### config.mk
export PLATFORM = sky130hd
export DESIGN_NAME = cpu_datapath
export DESIGN_NICKNAME = d
export VERILOG_FILES = /design/src/rtl/cpu_pkg.sv /design/src/rtl/cpu_reg_file.sv /design/src/rtl/cpu_datapath.sv
export SDC_FILE = /design/constraint.sdc
export NUM_CORES = 1
export LEC_CHECK = 0
export CELL_PAD_IN_SITES_DETAIL_PLACEMENT = 1
export CELL_PAD_IN_SITES_GLOBAL_PLACEMENT = 2
export CORE_MARGIN = 1
export CORE_UTILIZATION = 40
export CTS_BUF_LIST = sky130_fd_sc_hd__clkbuf_8
export CTS_CLUSTER_DIAMETER = 50
export DETAILED_ROUTE_END_ITERATION = 10
export HOLD_SLACK_MARGIN = 0.12
export PLACE_DENSITY_LB_ADDON = 0.1
export SYNTH_ARGS = -nofsm -noshare
export SYNTH_HDL_FRONTEND = slang
export SYNTH_SLANG_ARGS = --single-unit
### constraint.sdc
create_clock -name clk -period 7.86 [get_ports clk]
set_input_delay 0.786 -clock clk [delete_from_list [all_inputs] [get_ports clk]]
set_output_delay 0.786 -clock clk [all_outputs]
set_load 0.02 [all_outputs]
### src/rtl/cpu_pkg.sv
// Shared constants and types for the CPU datapath slice.
// Purely declarative; no latency.
// No flow control; consumers take these as compile-time constants.
package cpu_pkg;

  localparam int DATA_WIDTH_DEF = 8;

  // tri_reg bit indices (bits 0-6 are R0-R6)
  localparam int TRI_PC  = 7;
  localparam int TRI_EXT = 8;
  localparam int TRI_H   = 9;
  localparam int TRI_G   = 10;

  // Extra bus drivers appended above tri_reg in the combined driver vector
  localparam int DRV_A   = 11;
  localparam int DRV_B   = 12;
  localparam int NUM_DRV = 13;

  // general_reg bit positions, {a_en, a_tri, g_en, b_en, b_tri, h_en}
  localparam int GEN_A_EN  = 5;
  localparam int GEN_A_TRI = 4;
  localparam int GEN_G_EN  = 3;
  localparam int GEN_B_EN  = 2;
  localparam int GEN_B_TRI = 1;
  localparam int GEN_H_EN  = 0;

  typedef enum logic [2:0] {
    REG_R0 = 3'd0,
    REG_R1 = 3'd1,
    REG_R2 = 3'd2,
    REG_R3 = 3'd3,
    REG_R4 = 3'd4,
    REG_R5 = 3'd5,
    REG_R6 = 3'd6,
    REG_PC = 3'd7
  } reg_code_e;

  // True when two or more drivers are asserted at once
  function automatic logic multi_hot(input logic [NUM_DRV-1:0] v);
    return (v & (v - NUM_DRV'(1))) != '0;
  endfunction

endpackage

### src/rtl/cpu_reg_file.sv
// R0-R6 plus PC with per-register load enables and a debug read port.
// Loads land on the rising edge; read ports are combinational.
// No backpressure; every enabled load is always accepted.
module cpu_reg_file
  import cpu_pkg::*;
#(
  parameter int DATA_WIDTH = DATA_WIDTH_DEF
) (
  input  logic                       clk,
  input  logic                       rst,
  input  logic [7:0]                 ld_en,
  input  logic [DATA_WIDTH-1:0]      ld_dat,
  input  logic                       inc,
  input  logic [2:0]                 dbg_sel,
  output logic [7:0][DATA_WIDTH-1:0] regs,
  output logic [DATA_WIDTH-1:0]      dbg_data
);

  // General registers load from the bus; PC load takes priority over increment
  always_ff @(posedge clk or negedge rst) begin
    if (!rst) begin
      regs <= '0;
    end else begin
      for (int k = 0; k < 7; k++) begin
        if (ld_en[k]) regs[k] <= ld_dat;
      end
      if (ld_en[REG_PC])  regs[REG_PC] <= ld_dat;
      else if (inc)       regs[REG_PC] <= regs[REG_PC] + DATA_WIDTH'(1);
    end
  end

  assign dbg_data = regs[dbg_sel];

endmodule

### src/rtl/cpu_datapath.sv
// Bus resolution, register transfers, adder A/G and XOR B/H for the CPU.
// Bus is combinational; every transfer lands on the next rising edge.
// No backpressure; multi-driver cycles zero the bus, drop loads, set bus_err.
module cpu_datapath
  import cpu_pkg::*;
#(
  parameter int DATA_WIDTH = DATA_WIDTH_DEF
) (
  input  logic                  clk,
  input  logic                  rst,
  input  logic [7:0]            en_reg,
  input  logic [10:0]           tri_reg,
  input  logic [5:0]            general_reg,
  input  logic                  addclr,
  input  logic                  xorclr,
  input  logic                  done,
  input  logic [DATA_WIDTH-1:0] data_in,
  input  logic [2:0]            dbg_sel,
  output logic [DATA_WIDTH-1:0] bus,
  output logic [DATA_WIDTH-1:0] pc,
  output logic [DATA_WIDTH-1:0] dbg_data,
  output logic                  bus_err
);

  logic [7:0][DATA_WIDTH-1:0] regs;
  logic [DATA_WIDTH-1:0]      a_q, b_q, g_q, h_q;
  logic [DATA_WIDTH-1:0]      bus_mux;
  logic [NUM_DRV-1:0]         drv;
  logic                       contention;

  assign drv        = {general_reg[GEN_B_TRI], general_reg[GEN_A_TRI], tri_reg};
  assign contention = multi_hot(drv);

  // OR of gated sources; correct whenever at most one driver is active
  always_comb begin
    bus_mux = '0;
    for (int k = 0; k < 8; k++) begin
      if (drv[k]) bus_mux |= regs[k];
    end
    if (drv[TRI_EXT]) bus_mux |= data_in;
    if (drv[TRI_H])   bus_mux |= h_q;
    if (drv[TRI_G])   bus_mux |= g_q;
    if (drv[DRV_A])   bus_mux |= a_q;
    if (drv[DRV_B])   bus_mux |= b_q;
  end

  assign bus = contention ? '0 : bus_mux;
  assign pc  = regs[REG_PC];

  cpu_reg_file #(.DATA_WIDTH(DATA_WIDTH)) u_reg_file (
    .clk      (clk),
    .rst      (rst),
    .ld_en    (contention ? 8'h00 : en_reg),
    .ld_dat   (bus),
    .inc      (done),
    .dbg_sel  (dbg_sel),
    .regs     (regs),
    .dbg_data (dbg_data)
  );

  // Adder operand and result; clear beats load, G uses the pre-edge A
  always_ff @(posedge clk or negedge rst) begin
    if (!rst) begin
      a_q <= '0;
      g_q <= '0;
    end else begin
      if (addclr)                                       a_q <= '0;
      else if (general_reg[GEN_A_EN] && !contention)    a_q <= bus;
      if (general_reg[GEN_G_EN])                        g_q <= a_q + bus;
    end
  end

  // XOR operand and result; clear beats load, H uses the pre-edge B
  always_ff @(posedge clk or negedge rst) begin
    if (!rst) begin
      b_q <= '0;
      h_q <= '0;
    end else begin
      if (xorclr)                                       b_q <= '0;
      else if (general_reg[GEN_B_EN] && !contention)    b_q <= bus;
      if (general_reg[GEN_H_EN])                        h_q <= b_q ^ bus;
    end
  end

  // Contention flag is sticky until reset
  always_ff @(posedge clk or negedge rst) begin
    if (!rst)            bus_err <= 1'b0;
    else if (contention) bus_err <= 1'b1;
  end

endmodule

## Word-level counts from Yosys, hierarchy flattened

Index checks and enable logic that the tools add are counted.

| word-level totals | value |
|---|---|
| RAM bits | 0 |
| bits of input ports | 41 |
| latch bits | 0 |
| flip-flop bits (word level) | 97 |
| output and inout port bits | 25 |
| memories | 0 |
| bits in read-only memories | 0 |

| operators by class | value |
|---|---|
| shift-type cells | 0 |
| div/mod/pow operators | 0 |
| reduce and logical (&&, ||, !) cells | 7 |
| multipliers | 0 |
| bitwise operators | 14 |
| $lt $le $gt $ge | 1 |
| multiplexer cells | 23 |
| eq/ne operators | 0 |
| $add $sub $neg | 3 |

Operators by type and width:

| operator | number |
|---|---|
| $mux 8 | 22 |
| $or 8x8->8 | 12 |
| $bmux 8 s3 | 1 |
| $and 13x13->13 | 1 |
| $reduce_bool 13->1 | 1 |
| $sub 13x1->13 const B | 1 |
| $add 8x1->8 const B | 1 |
| $add 8x8->8 | 1 |
| $xor 8x8->8 | 1 |
| $reduce_bool 2->1 | 3 |
| $lt 3x4->1 const B | 1 |
| $logic_and 1x1->1 | 2 |
| $logic_not 1->1 | 1 |

## Logic depth before layout (Yosys ltp)

| logic depth | value |
|---|---|
| depth in word-level cells | 28 |
| mapped depth | 17 |

## By module

From an unflattened synthesis, not the netlist that was laid out.

| unflattened totals | value |
|---|---|
| cells, all modules | 464 |
| area total of the unflattened synthesis | 5,667.9 um^2 |

Modules (own cells, without submodules):

| module | instances | area an instance (um^2) | cells an instance |
|---|---|---|---|
| cpu_reg_file | 1 | 3,045.4 | 197 |
| cpu_datapath | 1 | 2,622.5 | 267 |

## Worst setup path before layout

Ideal clock, no wire load.

| timing | value |
|---|---|
| path kind | input-to-reg |
| from | in tri_reg[10] |
| to | reg g_q[6] |
| arrival | 3.891 ns |
| stages on the path | 17 |
| data required time | 7.765 ns |
| path buffers | 3 |
| setup slack | 3.874 ns |
| setup time | 0.095 ns |
| cell sequence | buf_4 a222oi_1 nand3_1 nor3_4 buf_6 nand2_4 clkbuf_1 nor2_1 ha_1 inv_1 fa_1 nor2b_1 o21ai_0 a21boi_0 o21ai_0 nor3b_1 o31ai_1 |

| between the ends | value |
|---|---|
| longest elaborated chain between the ends | 7 |
| elaborated cells on any way between the ends | 10 |

RTL lines:

| what | line | text |
|---|---|---|
| from (decl) | cpu_datapath.sv:12 | `input logic [10:0] tri_reg,` |
| parallel branches: the longest is 5 deep, another holds $sub 13x1->13 | n/a |  |
| $mux 8 * | cpu_datapath.sv:47 | `assign bus = contention ? '0 : bus_mux;` |
| via bus[0] | cpu_datapath.sv:19 | `output logic [DATA_WIDTH-1:0] bus,` |
| $add 8x8->8 * | cpu_datapath.sv:69 | `if (general_reg[GEN_G_EN]) g_q <= a_q + bus;` |
| to (signal assigned) | cpu_datapath.sv:69 |  |
| to (decl) | cpu_datapath.sv:26 | `logic [DATA_WIDTH-1:0] a_q, b_q, g_q, h_q;` |

Mark *: on every way through the listed nets, which the timed path passes.
A chain may end at the register's enable or synchronous reset.

## Final worst setup path

| timing | value |
|---|---|
| from | in tri_reg[6] |
| to | out bus[4] |

| between the ends | value |
|---|---|
| longest elaborated chain between the ends | 14 |
| elaborated cells on any way between the ends | 17 |

RTL lines:

| what | line | text |
|---|---|---|
| $mux 8 | cpu_datapath.sv:38 | `if (drv[k]) bus_mux \|= regs[k];` |
| $or 8x8->8 | cpu_datapath.sv:38 |  |
| $mux 8 | cpu_datapath.sv:38 |  |
| $or 8x8->8 | cpu_datapath.sv:40 | `if (drv[TRI_EXT]) bus_mux \|= data_in;` |
| $mux 8 | cpu_datapath.sv:40 |  |
| $or 8x8->8 | cpu_datapath.sv:41 | `if (drv[TRI_H]) bus_mux \|= h_q;` |
| $mux 8 | cpu_datapath.sv:41 |  |
| $or 8x8->8 | cpu_datapath.sv:42 | `if (drv[TRI_G]) bus_mux \|= g_q;` |
| $mux 8 | cpu_datapath.sv:42 |  |
| $or 8x8->8 | cpu_datapath.sv:43 | `if (drv[DRV_A]) bus_mux \|= a_q;` |
| $mux 8 | cpu_datapath.sv:43 |  |
| $or 8x8->8 | cpu_datapath.sv:44 | `if (drv[DRV_B]) bus_mux \|= b_q;` |
| $mux 8 | cpu_datapath.sv:44 |  |
| $mux 8 * | cpu_datapath.sv:47 |  |
| to (decl) | cpu_datapath.sv:19 |  |

Mark *: on every way between the ends. The rest lies on a longest branch, timed or not.

==> results.sh <==
export IMPL_status="finished clean"
export IMPL_required_ns=7.07
export IMPL_cap_violations=0
export IMPL_cts_hold_buf=0
export IMPL_viasPerCell=5.97
export IMPL_drtIter0Drc=331
export IMPL_wl_per_cell_um=23.1
export IMPL_final_setup_viol_count=0
export IMPL_antenna_found_initial=0
export IMPL_synth_edf_count=0
export IMPL_cp_startpoint="tri_reg[6]"
export IMPL_hold_class="primary input to asynchronous set/reset pin"
export IMPL_rr_endpoint="g_q[6]$_DFFE_PN0P_"
export IMPL_regArea_sq_um=2430
export IMPL_r2r_start="u_reg_file.regs[0]$_DFFE_PN0P_"
export IMPL_syn_nets=598
export IMPL_tns_ns=0
export IMPL_clock_root_buffer="clkbuf_8"
export IMPL_utilization_pct=48.2
export IMPL_ys_seq_elements=97
export IMPL_die_w_um=119
export IMPL_r2r_setup_slack_ns=4.28
export IMPL_ir_drop_mv=0.0819
export IMPL_portBuffers=65
export IMPL_synthFlopType="dfrtp_1"
export IMPL_grt_pass1_wl_um=28300
export IMPL_tightest_slew_ns=1.25
export IMPL_crit_fanout=19
export IMPL_cts_buffers=9
export IMPL_ys_types=51
export IMPL_h_tree_depth=3
export IMPL_dp_hpwl_um=13300
export IMPL_post_cts_resize_count=0
export IMPL_grt_pass1_vias=4779
export IMPL_num_antenna_cells=0
export IMPL_final_hold_viol_count=0
export IMPL_worstPathArrival_ns=4.12
export IMPL_ant_nets=0
export IMPL_drc=0
export IMPL_dieArea_sq_um=14100
export IMPL_crit_path_end_kind="output port"
export IMPL_coreArea_sq_um=13200
export IMPL_synth_area_leaders="dfrtp_1 45%, o21ai_0 6.6%, mux4_2 6.6%"
export IMPL_clock_latency_ns=0.39
export IMPL_areaGrowthSynthToFinish_pct=17.0
export IMPL_fmaxAchievable_mhz=204
export IMPL_ios=66
export IMPL_rows=42
export IMPL_drv_slew=0
export IMPL_synth_avg_cell_area_sq_um=9.95
export IMPL_fin_crit_sh_pct=62.4
export IMPL_multiInputGateArea_sq_um=2760
export IMPL_post_synth_top_area_fraction_pct=44.5
export IMPL_grt_overflow_total=0
export IMPL_ys_warn_count=0
export IMPL_syn_area_sq_um=5450
export IMPL_finClkSkew_ns=0.00767
export IMPL_crit_type="primary input to output port"
export IMPL_drt_total_wl_um=17600
export IMPL_rsz0062_at_grt="no"
export IMPL_yosys_area_top_type="dfrtp_1"
export IMPL_min_period_ns=4.90
export IMPL_cts_tree="done"
export IMPL_dieHeight_um=119
export IMPL_synthCells=548
export IMPL_p_leak_nw=2.79
export IMPL_p_per_area_nw_per_um2=194
export IMPL_start_util_pct=41.2
export IMPL_rr_worst_depth=14
export IMPL_gp_congestion=0.894
export IMPL_cts_reportedPaths_clkPinSlew_ns=0.09
export IMPL_nets=631
export IMPL_grt_total_usage_pct=26.9
export IMPL_cts_sinks=97
export IMPL_drive_gt1_share_pct=11.3
export IMPL_slew_headroom_pct=16.4
export IMPL_synthArstFlopShare_pct=100
export IMPL_grt_max_degree=68
export IMPL_first_pass_iters=8
export IMPL_cts_setup_buffers=0
export IMPL_start_kind="primary input"
export IMPL_num_vias=4546
export IMPL_cts_path_max_buffers=2
export IMPL_ys_seq_area_share_pct=44.5
export IMPL_fillerInstances=1497
-- sequential cells by signal, indices dropped and copies added, names as in the netlist --
name             cells
b_q                  8
h_q                  8
g_q                  8
a_q                  8
bus_err              1
u_reg_file.regs     64
-- area by class of cell --
| class | count | area share (%) |
|---|---|---|
| clock buffer | 9 | 1.94 |
| clock inverter | 7 | 1.82 |
| inverter | 9 | 0.530 |
| multi-input combinational | 393 | 43.3 |
| sequential | 97 | 38.1 |
| tap | 176 | 3.45 |
| timing repair buffer | 71 | 10.9 |
-- Yosys cell counts, drive strengths merged (2+ instances only) --
| library cell | n |
|---|---|
| a2111o | 7 |
| a2111oi | 7 |
| a21boi | 2 |
| a21oi | 5 |
| a222oi | 9 |
| a22oi | 33 |
| a31oi | 6 |
| a41oi | 2 |
| and2 | 7 |
| buf | 31 |
| clkbuf | 18 |
| dfrtp | 97 |
| ha | 8 |
| inv | 9 |
| mux2 | 15 |
| mux2i | 14 |
| mux4 | 16 |
| nand2 | 81 |
| nand3 | 22 |
| nand4 | 3 |
| nor2 | 44 |
| nor3 | 3 |
| o21ai | 76 |
| o31ai | 2 |
| or3 | 6 |
| xnor2 | 9 |
| xor2 | 3 |
-- worst max-delay path: stages --
cell and delay, ns:
clkdlybuf4s50_1 0.79, a222oi_1 0.50, nand3_1 0.18, nor3_4 0.70
nand2_4 0.26, nor2_1 0.25, clkdlybuf4s50_1 0.64
-- worst max path at each step --
stage	endpoint	slack (ns)	depth (start not counted)
after global routing	g_q[6]$_DFFE_PN0P_	2.70	15
after floorplan	g_q[6]$_DFFE_PN0P_	3.87	17
final	bus[4]	2.96	7
after CTS	bus[4]	2.92	7
after detailed placement	g_q[6]$_DFFE_PN0P_	2.62	15
after global placement	g_q[6]$_DFFE_PN0P_	2.86	15
-- cells in the final DEF, fill, tap and decap left out, types with 3 or more instances in the layout --
cell type        count
o21ai_0             72
o21ai_1              4
a2111oi_2            7
and2_1               7
mux2_2              13
a22oi_1             33
nand2_1             80
bufinv_16            3
a222oi_1             9
ha_1                 8
a21oi_1              5
inv_1               10
buf_4                7
mux4_2              16
nand4_1              3
dfrtp_1             97
nor2_1              44
or3_1                6
a2111o_1             7
mux2i_1             14
clkdlybuf4s50_1     64
nand3_1             19
a31oi_1              6
clkbuf_8             9
xor2_1               3
xnor2_1              9
-- power breakdown --
| group | internal (W) | total [W] | switching, W |
|---|---|---|---|
| logic | 0.000121 | 0.000272 | 0.000151 |
| clock network | 0.000212 | 0.000403 | 0.000191 |
| registers | 0.000521 | 0.000564 | 0.0000431 |
-- cells by family (layout without fill, tap and decap cells) --
family | Yosys count | in the layout | synth area share [%]
adder cells (fa/ha/maj) | 9 | 9 | 2.20
AND/OR/NAND/NOR | 172 | 172 | 14.6
AO/OA/AOI/OAI | 154 | 154 | 18.7
buffers and inverters | 58 | 96 | 5.35
XOR/XNOR | 13 | 13 | 2.34
multiplexers | 45 | 45 | 12.3
flip-flops | 97 | 97 | 44.5
-- layer usage --
metal  part of all wire (%)  vias up  GRT usage, %
li1                       -     2056             -
met1                     48     2347          38.8
met2                     46      126          40.4
met3                    4.6       17          4.73
met4                    1.5        0          10.1
met5                      0        -             0
-- per-stage QoR --
| stage | worst slack (ns) | area, sq um | total power [W] | hold slack (ns) | cells |
|---|---|---|---|---|---|
| floorplan | 3.87 | 5450 | 0.000733 | 0.449 | 548 |
| global placement | 2.86 | 6140 | 0.000842 | 0.468 | 746 |
| detailed placement | 2.62 | 6140 | 0.000846 | 0.458 | 746 |
| CTS | 2.92 | 6380 | 0.00125 | 0.329 | 762 |
| global route | 2.70 | 6380 | 0.00130 | 0.332 | 762 |
| finish | 2.96 | 6380 | 0.00124 | 0.327 | 762 |
Note: power is estimated with default switching activity, not from simulation.
